[src/rtl/calc_arbiter.sv]
// calc_arbiter: round-robin front end that lets two requesters share one add/sub/mul/div calculator
// Ports:
//   clk, rst_n                      clock, asynchronous active-low reset
//   reqX_valid / reqX_ready         request handshake for requester X (ready is combinational)
//   reqX_A, reqX_B, reqX_op         operands and opcode (00 add, 01 sub, 10 mul, 11 div)
//   rsp_valid / rsp_ready           response handshake
//   rsp_id, rsp_result, rsp_cout    owner, 2N-bit result and add/sub carry
//   rsp_dz, busy                    divide-by-zero flag, FSM not idle

module calc_arbiter_calc #(
    parameter int N = 8
) (
    input  logic [N-1:0]   a_i,
    input  logic [N-1:0]   b_i,
    input  logic [1:0]     op_i,
    output logic [2*N-1:0] result_o,
    output logic           c_out_o
);
    logic [N:0]   sum;
    logic [N:0]   diff;
    logic [N-1:0] quo;
    always_comb begin
        sum      = {1'b0, a_i} + {1'b0, b_i};
        diff     = {1'b0, a_i} - {1'b0, b_i};
        // Guarded so the divider never produces X; the arbiter overrides this case anyway.
        quo      = (b_i == '0) ? '1 : a_i / b_i;
        result_o = (op_i == 2'b00) ? {{N{1'b0}}, sum[N-1:0]} :
                   (op_i == 2'b01) ? {{N{1'b0}}, diff[N-1:0]} :
                   (op_i == 2'b10) ? {{N{1'b0}}, a_i} * {{N{1'b0}}, b_i} :
                                     {{N{1'b0}}, quo};
        // Subtract carry is the inverse of the borrow, i.e. 1 when A >= B.
        c_out_o  = op_i[1] ? 1'b0 : (op_i[0] ? ~diff[N] : sum[N]);
    end
endmodule

module calc_arbiter #(
    parameter int N        = 8,
    parameter int MUL_WAIT = 2,
    parameter int DIV_WAIT = 4
) (
    input  logic           clk,
    input  logic           rst_n,
    input  logic           req0_valid,
    input  logic           req1_valid,
    output logic           req0_ready,
    output logic           req1_ready,
    input  logic [N-1:0]   req0_A,
    input  logic [N-1:0]   req0_B,
    input  logic [N-1:0]   req1_A,
    input  logic [N-1:0]   req1_B,
    input  logic [1:0]     req0_op,
    input  logic [1:0]     req1_op,
    output logic           rsp_valid,
    input  logic           rsp_ready,
    output logic           rsp_id,
    output logic [2*N-1:0] rsp_result,
    output logic           rsp_cout,
    output logic           rsp_dz,
    output logic           busy
);
    localparam int WMAX = (MUL_WAIT > DIV_WAIT) ? MUL_WAIT : DIV_WAIT;
    localparam int CW   = (WMAX < 1) ? 1 : $clog2(WMAX + 1);

    typedef enum logic [1:0] {IDLE, EXEC, DONE} state_t;

    state_t         state_q, state_d;
    logic [CW-1:0]  cnt_q, cnt_d;
    logic [N-1:0]   a_q, a_d, b_q, b_d;
    logic [1:0]     op_q, op_d;
    logic           id_q, id_d, last_q, last_d;
    logic [2*N-1:0] res_q, res_d;
    logic           cout_q, cout_d, dz_q, dz_d;
    logic           grant, dz_now;
    logic [1:0]     op_sel;
    logic [2*N-1:0] calc_res;
    logic           calc_cout;

    calc_arbiter_calc #(.N(N)) u_calc (
        .a_i      (a_q),
        .b_i      (b_q),
        .op_i     (op_q),
        .result_o (calc_res),
        .c_out_o  (calc_cout)
    );

    // On a tie the requester that did not win last time is granted.
    always_comb begin
        grant      = (req0_valid && req1_valid) ? ~last_q : req1_valid;
        req0_ready = (state_q == IDLE) && req0_valid && !grant;
        req1_ready = (state_q == IDLE) && req1_valid && grant;
        op_sel     = grant ? req1_op : req0_op;
        dz_now     = (op_q == 2'b11) && (b_q == '0);
    end

    always_comb begin
        state_d = state_q;
        cnt_d   = cnt_q;
        a_d     = a_q;
        b_d     = b_q;
        op_d    = op_q;
        id_d    = id_q;
        last_d  = last_q;
        res_d   = res_q;
        cout_d  = cout_q;
        dz_d    = dz_q;
        case (state_q)
            IDLE: if (req0_ready || req1_ready) begin
                a_d     = grant ? req1_A : req0_A;
                b_d     = grant ? req1_B : req0_B;
                op_d    = op_sel;
                id_d    = grant;
                last_d  = grant;
                cnt_d   = (op_sel == 2'b10) ? CW'(MUL_WAIT) :
                          (op_sel == 2'b11) ? CW'(DIV_WAIT) : '0;
                state_d = EXEC;
            end
            EXEC: if (cnt_q != '0) begin
                cnt_d = cnt_q - CW'(1);
            end else begin
                res_d   = dz_now ? '1 : calc_res;
                cout_d  = dz_now ? 1'b0 : calc_cout;
                dz_d    = dz_now;
                state_d = DONE;
            end
            DONE: if (rsp_ready) state_d = IDLE;
            default: state_d = IDLE;
        endcase
    end

    always_ff @(posedge clk or negedge rst_n) begin
        if (!rst_n) begin
            state_q <= IDLE;
            cnt_q   <= '0;
            a_q     <= '0;
            b_q     <= '0;
            op_q    <= '0;
            id_q    <= 1'b0;
            last_q  <= 1'b1;
            res_q   <= '0;
            cout_q  <= 1'b0;
            dz_q    <= 1'b0;
        end else begin
            state_q <= state_d;
            cnt_q   <= cnt_d;
            a_q     <= a_d;
            b_q     <= b_d;
            op_q    <= op_d;
            id_q    <= id_d;
            last_q  <= last_d;
            res_q   <= res_d;
            cout_q  <= cout_d;
            dz_q    <= dz_d;
        end
    end

    assign rsp_valid  = (state_q == DONE);
    assign busy       = (state_q != IDLE);
    assign rsp_id     = id_q;
    assign rsp_result = res_q;
    assign rsp_cout   = cout_q;
    assign rsp_dz     = dz_q;
endmodule

[config.mk]
export PLATFORM = sky130hd
export DESIGN_NAME = calc_arbiter
export DESIGN_NICKNAME = d
export VERILOG_FILES = /design/src/rtl/calc_arbiter.sv
export SDC_FILE = /design/constraint.sdc
export NUM_CORES = 1
export LEC_CHECK = 0
export CAP_MARGIN = 25
export CORE_ASPECT_RATIO = 1.2
export CORE_MARGIN = 8
export CORE_UTILIZATION = 60
export DETAILED_ROUTE_END_ITERATION = 10
export PLACE_DENSITY_LB_ADDON = 0.1
export SYNTH_ARGS = -nofsm -noshare
export SYNTH_HDL_FRONTEND = slang
export SYNTH_HIERARCHICAL = 1
export SYNTH_SLANG_ARGS = --single-unit
[constraint.sdc]
create_clock -name clk -period 10.7 [get_ports clk]
set_input_delay 2.14 -clock clk [delete_from_list [all_inputs] [get_ports clk]]
set_output_delay 2.14 -clock clk [all_outputs]
set_load 0.02 [all_outputs]
==> results.toml <==
[finish]
antenna_cells_inserted = 0
fillers = 869
drive_gt1_share_pct = 9.12
final-instance-count-excl-fill = 976
area_growth_pct = 14.8
final_area_mm2 = 0.00758
nNetsFinal = 1015

[clock_tree]
clock_path_buffers = 2
clkTransAtPathRegs_ns = 0.06
cts_tree = "done"
clock_sinks = 43
clock_latency_ns = 0.29
cts_buffers = 5
htreeDepth = 2
root_buffer = "clkbuf_16"
ctsHoldBuffers = 0

[sta]
fin_worst_skew_ns = 0.00353
hold_viol = 0
period_share_pct = 94.9
worst_pin_slew_ns = 0.894
holdWs_ns = 0.487
min_period_ns = 10.16
slew_viol_final = 0
setup_viol = 0
fmax_ghz = 0.0984
max_slew_margin_pct = 40.3

[yosys]
netlist_area_mm2 = 0.00661
synth_flop_cell = "dfrtp_1"
synth-seq-cells = 43
synthCells = 782
synth_nets = 954
synthTopCellsByCount = "96 x inv_1, 93 x ha_1, 76 x nand2_1"
synth.largest_area_cell = "ha_1"
yosysUniqueCellTypes = 78
synth_most_common_cell = "inv_1"
ys_seq_area_share_pct = 16.3
syn_avg_cell_area_um2 = 8.45
synth_area_leaders = "ha_1 18%, dfrtp_1 16%, fa_1 12%"
synth_edf_count = 0
synth-async-reset-ratio_pct = 100
synthDominantCellAreaShare_pct = 17.6
yosys_warnings = 6

[floorplan]
start_util_pct = 60.7
row_count = 42
pin_count = 64
fp.dieArea_mm2 = 0.0146
fp.dieW_um = 112
fp.coreArea_mm2 = 0.0109
die_h_um = 131

[place]
postPlaceCellArea_mm2 = 0.00732
dp_cells = 963
hpwl_um = 14600
io_buffers = 63
gp_congestion = 0.879

[grt]
gr-total-overflow = 0
grt_pass1_wl_um = 29900
grt_max_degree = 44
grtUsageTotal_pct = 25.6
antenna_found_initial = 0
grt_pass1_vias = 6189

[routing]
firstDrtPassIters = 5
drc = 0
wl_per_cell_um = 19.3
viasPerCell = 6.29
wl_um = 18800
via_count = 6139
postRouteAntennaNets = 0
drt_iter0_markers = 500

[flow_run]
cap_violations = 0

[setup_path]
critPathRequiredTime_ns = 10.87
worstSetupPathType = "reg2reg"
critPathLaunchType = "flop"
cp_slowest_cell = "or4_4"
critPathMaxStageDelay_ns = 0.53
path_common_cell = "ha_1"
critPathMaxFanout = 12
worstPathArrival_ns = 10.33
critPathCaptureType = "flop"

[min_path]
worstHoldPathType = "reg2reg"

[outcome]
outcome = "finished, final reports clean"
==> placed cells by master, fill, tap and decap left out, drive strengths merged, types with 8 or more instances in the layout <==
master | Yosys | routed
a211oi | 8 | 8
a21oi | 34 | 34
a31oi | 8 | 8
and2 | 18 | 18
buf | 10 | 21
clkdlybuf4s50 | 0 | 62
dfrtp | 42 | 42
fa | 38 | 38
ha | 93 | 93
inv | 96 | 96
mux2 | 8 | 8
mux2i | 20 | 20
nand2 | 77 | 77
nand2b | 10 | 10
nand3 | 9 | 9
nor2 | 58 | 58
nor2b | 10 | 10
nor3 | 23 | 23
o21a | 16 | 16
o21ai | 57 | 57
o22a | 17 | 17
xnor2 | 12 | 12
==> routing by layer <==
| metal | share of wire [%] | wire [um] | vias up | global-route usage, % |
|---|---|---|---|---|
| li1 | - | - | 2853 | - |
| met1 | 40 | 7540 | 2987 | 29.3 |
| met2 | 51 | 9600 | 241 | 46.9 |
| met3 | 4.8 | 894 | 58 | 2.67 |
| met4 | 4.2 | 781 | 0 | 12.7 |
| met5 | 0 | 0 | - | 0 |
==> flip-flops by register name, summed over array words and instances, names as in the netlist <==
| register | flops |
|---|---|
| a_q | 8 |
| b_q | 8 |
| cnt_q | 3 |
| last_q | 1 |
| op_q | 2 |
| rsp_cout | 1 |
| rsp_dz | 1 |
| rsp_id | 1 |
| rsp_result | 16 |
| state_q | 2 |
==> per-stage QoR <==
| step | setup slack, ns | setup TNS, ns | utilization [%] |
|---|---|---|---|
| 3_3_place_gp | 0.489 | 0 | 67.3 |
| 5_1_grt | -0.0345 | -0.0345 | 69.7 |
| 2_1_floorplan | 0.998 | 0 | - |
| 6_report | 0.542 | 0 | 69.7 |
| 4_1_cts | 0.0882 | 0 | 68.9 |
| 3_5_place_dp | -0.00549 | -0.00549 | 67.3 |
==> worst paths after layout <==
| kind | startpoint | to | slack [ns] | cells after the start |
|---|---|---|---|---|
| min reg2reg | rsp_id$_DFFE_PN0P_ | rsp_id$_DFFE_PN0P_ | 0.49 | 1 |
| min | rsp_id$_DFFE_PN0P_ | rsp_id$_DFFE_PN0P_ | 0.49 | 1 |
| min in group asynchronous | rst_n | rsp_result[14]$_DFFE_PN0P_ | 1.66 | 1 |
| max in group asynchronous | rst_n | last_q$_DFFE_PN1P_ | 8.55 | 2 |
| max reg2reg | b_q[2]$_DFFE_PN0P_ | rsp_result[0]$_DFFE_PN0P_ | 0.54 | 42 |
| max | b_q[2]$_DFFE_PN0P_ | rsp_result[0]$_DFFE_PN0P_ | 0.54 | 42 |
==> final cells by class <==
cell class	count	area, um2	share of cell area (%)
Clock inverter	3	43.8	0.578
Multi-Input combinational cell	614	5020	66.2
Tap cell	132	165	2.18
Timing Repair Buffer	83	788	10.4
Sequential cell	43	1080	14.2
Inverter	96	360	4.75
Clock buffer	5	125	1.65
==> worst max-delay path: cells and delay by family, from the launching register on <==
family / cells / cell delay (ns)
buffers and inverters: 2 / 0.26
DFF: 1 / 0.49
adders and majority gates: 7 / 2.15
muxes: 2 / 0.77
and+or+nand+nor: 9 / 2.05
AOI/OAI and AO/OA: 22 / 4.31
==> timing repair <==
action	CTS	global route
endpoints found under the setup margin	1	1
setup buffers	0	4
gates resized for setup	1	10
pin swaps	0	3
==> cells by family (layout without fill, tap and decap cells) <==
| logic type | after synthesis | after routing | synth area share, % |
|---|---|---|---|
| compound gates | 202 | 202 | 21.4 |
| xor+xnor | 17 | 17 | 2.25 |
| fa+ha+maj | 131 | 131 | 29.1 |
| buf+inv | 125 | 187 | 8.28 |
| flops | 43 | 43 | 16.3 |
| mux | 28 | 28 | 4.58 |
| simple gates | 236 | 236 | 18.0 |
Power is left out: the tool's default activity adds up to more than one toggle a clock period on the data nets, which glitch-free logic cannot reach.
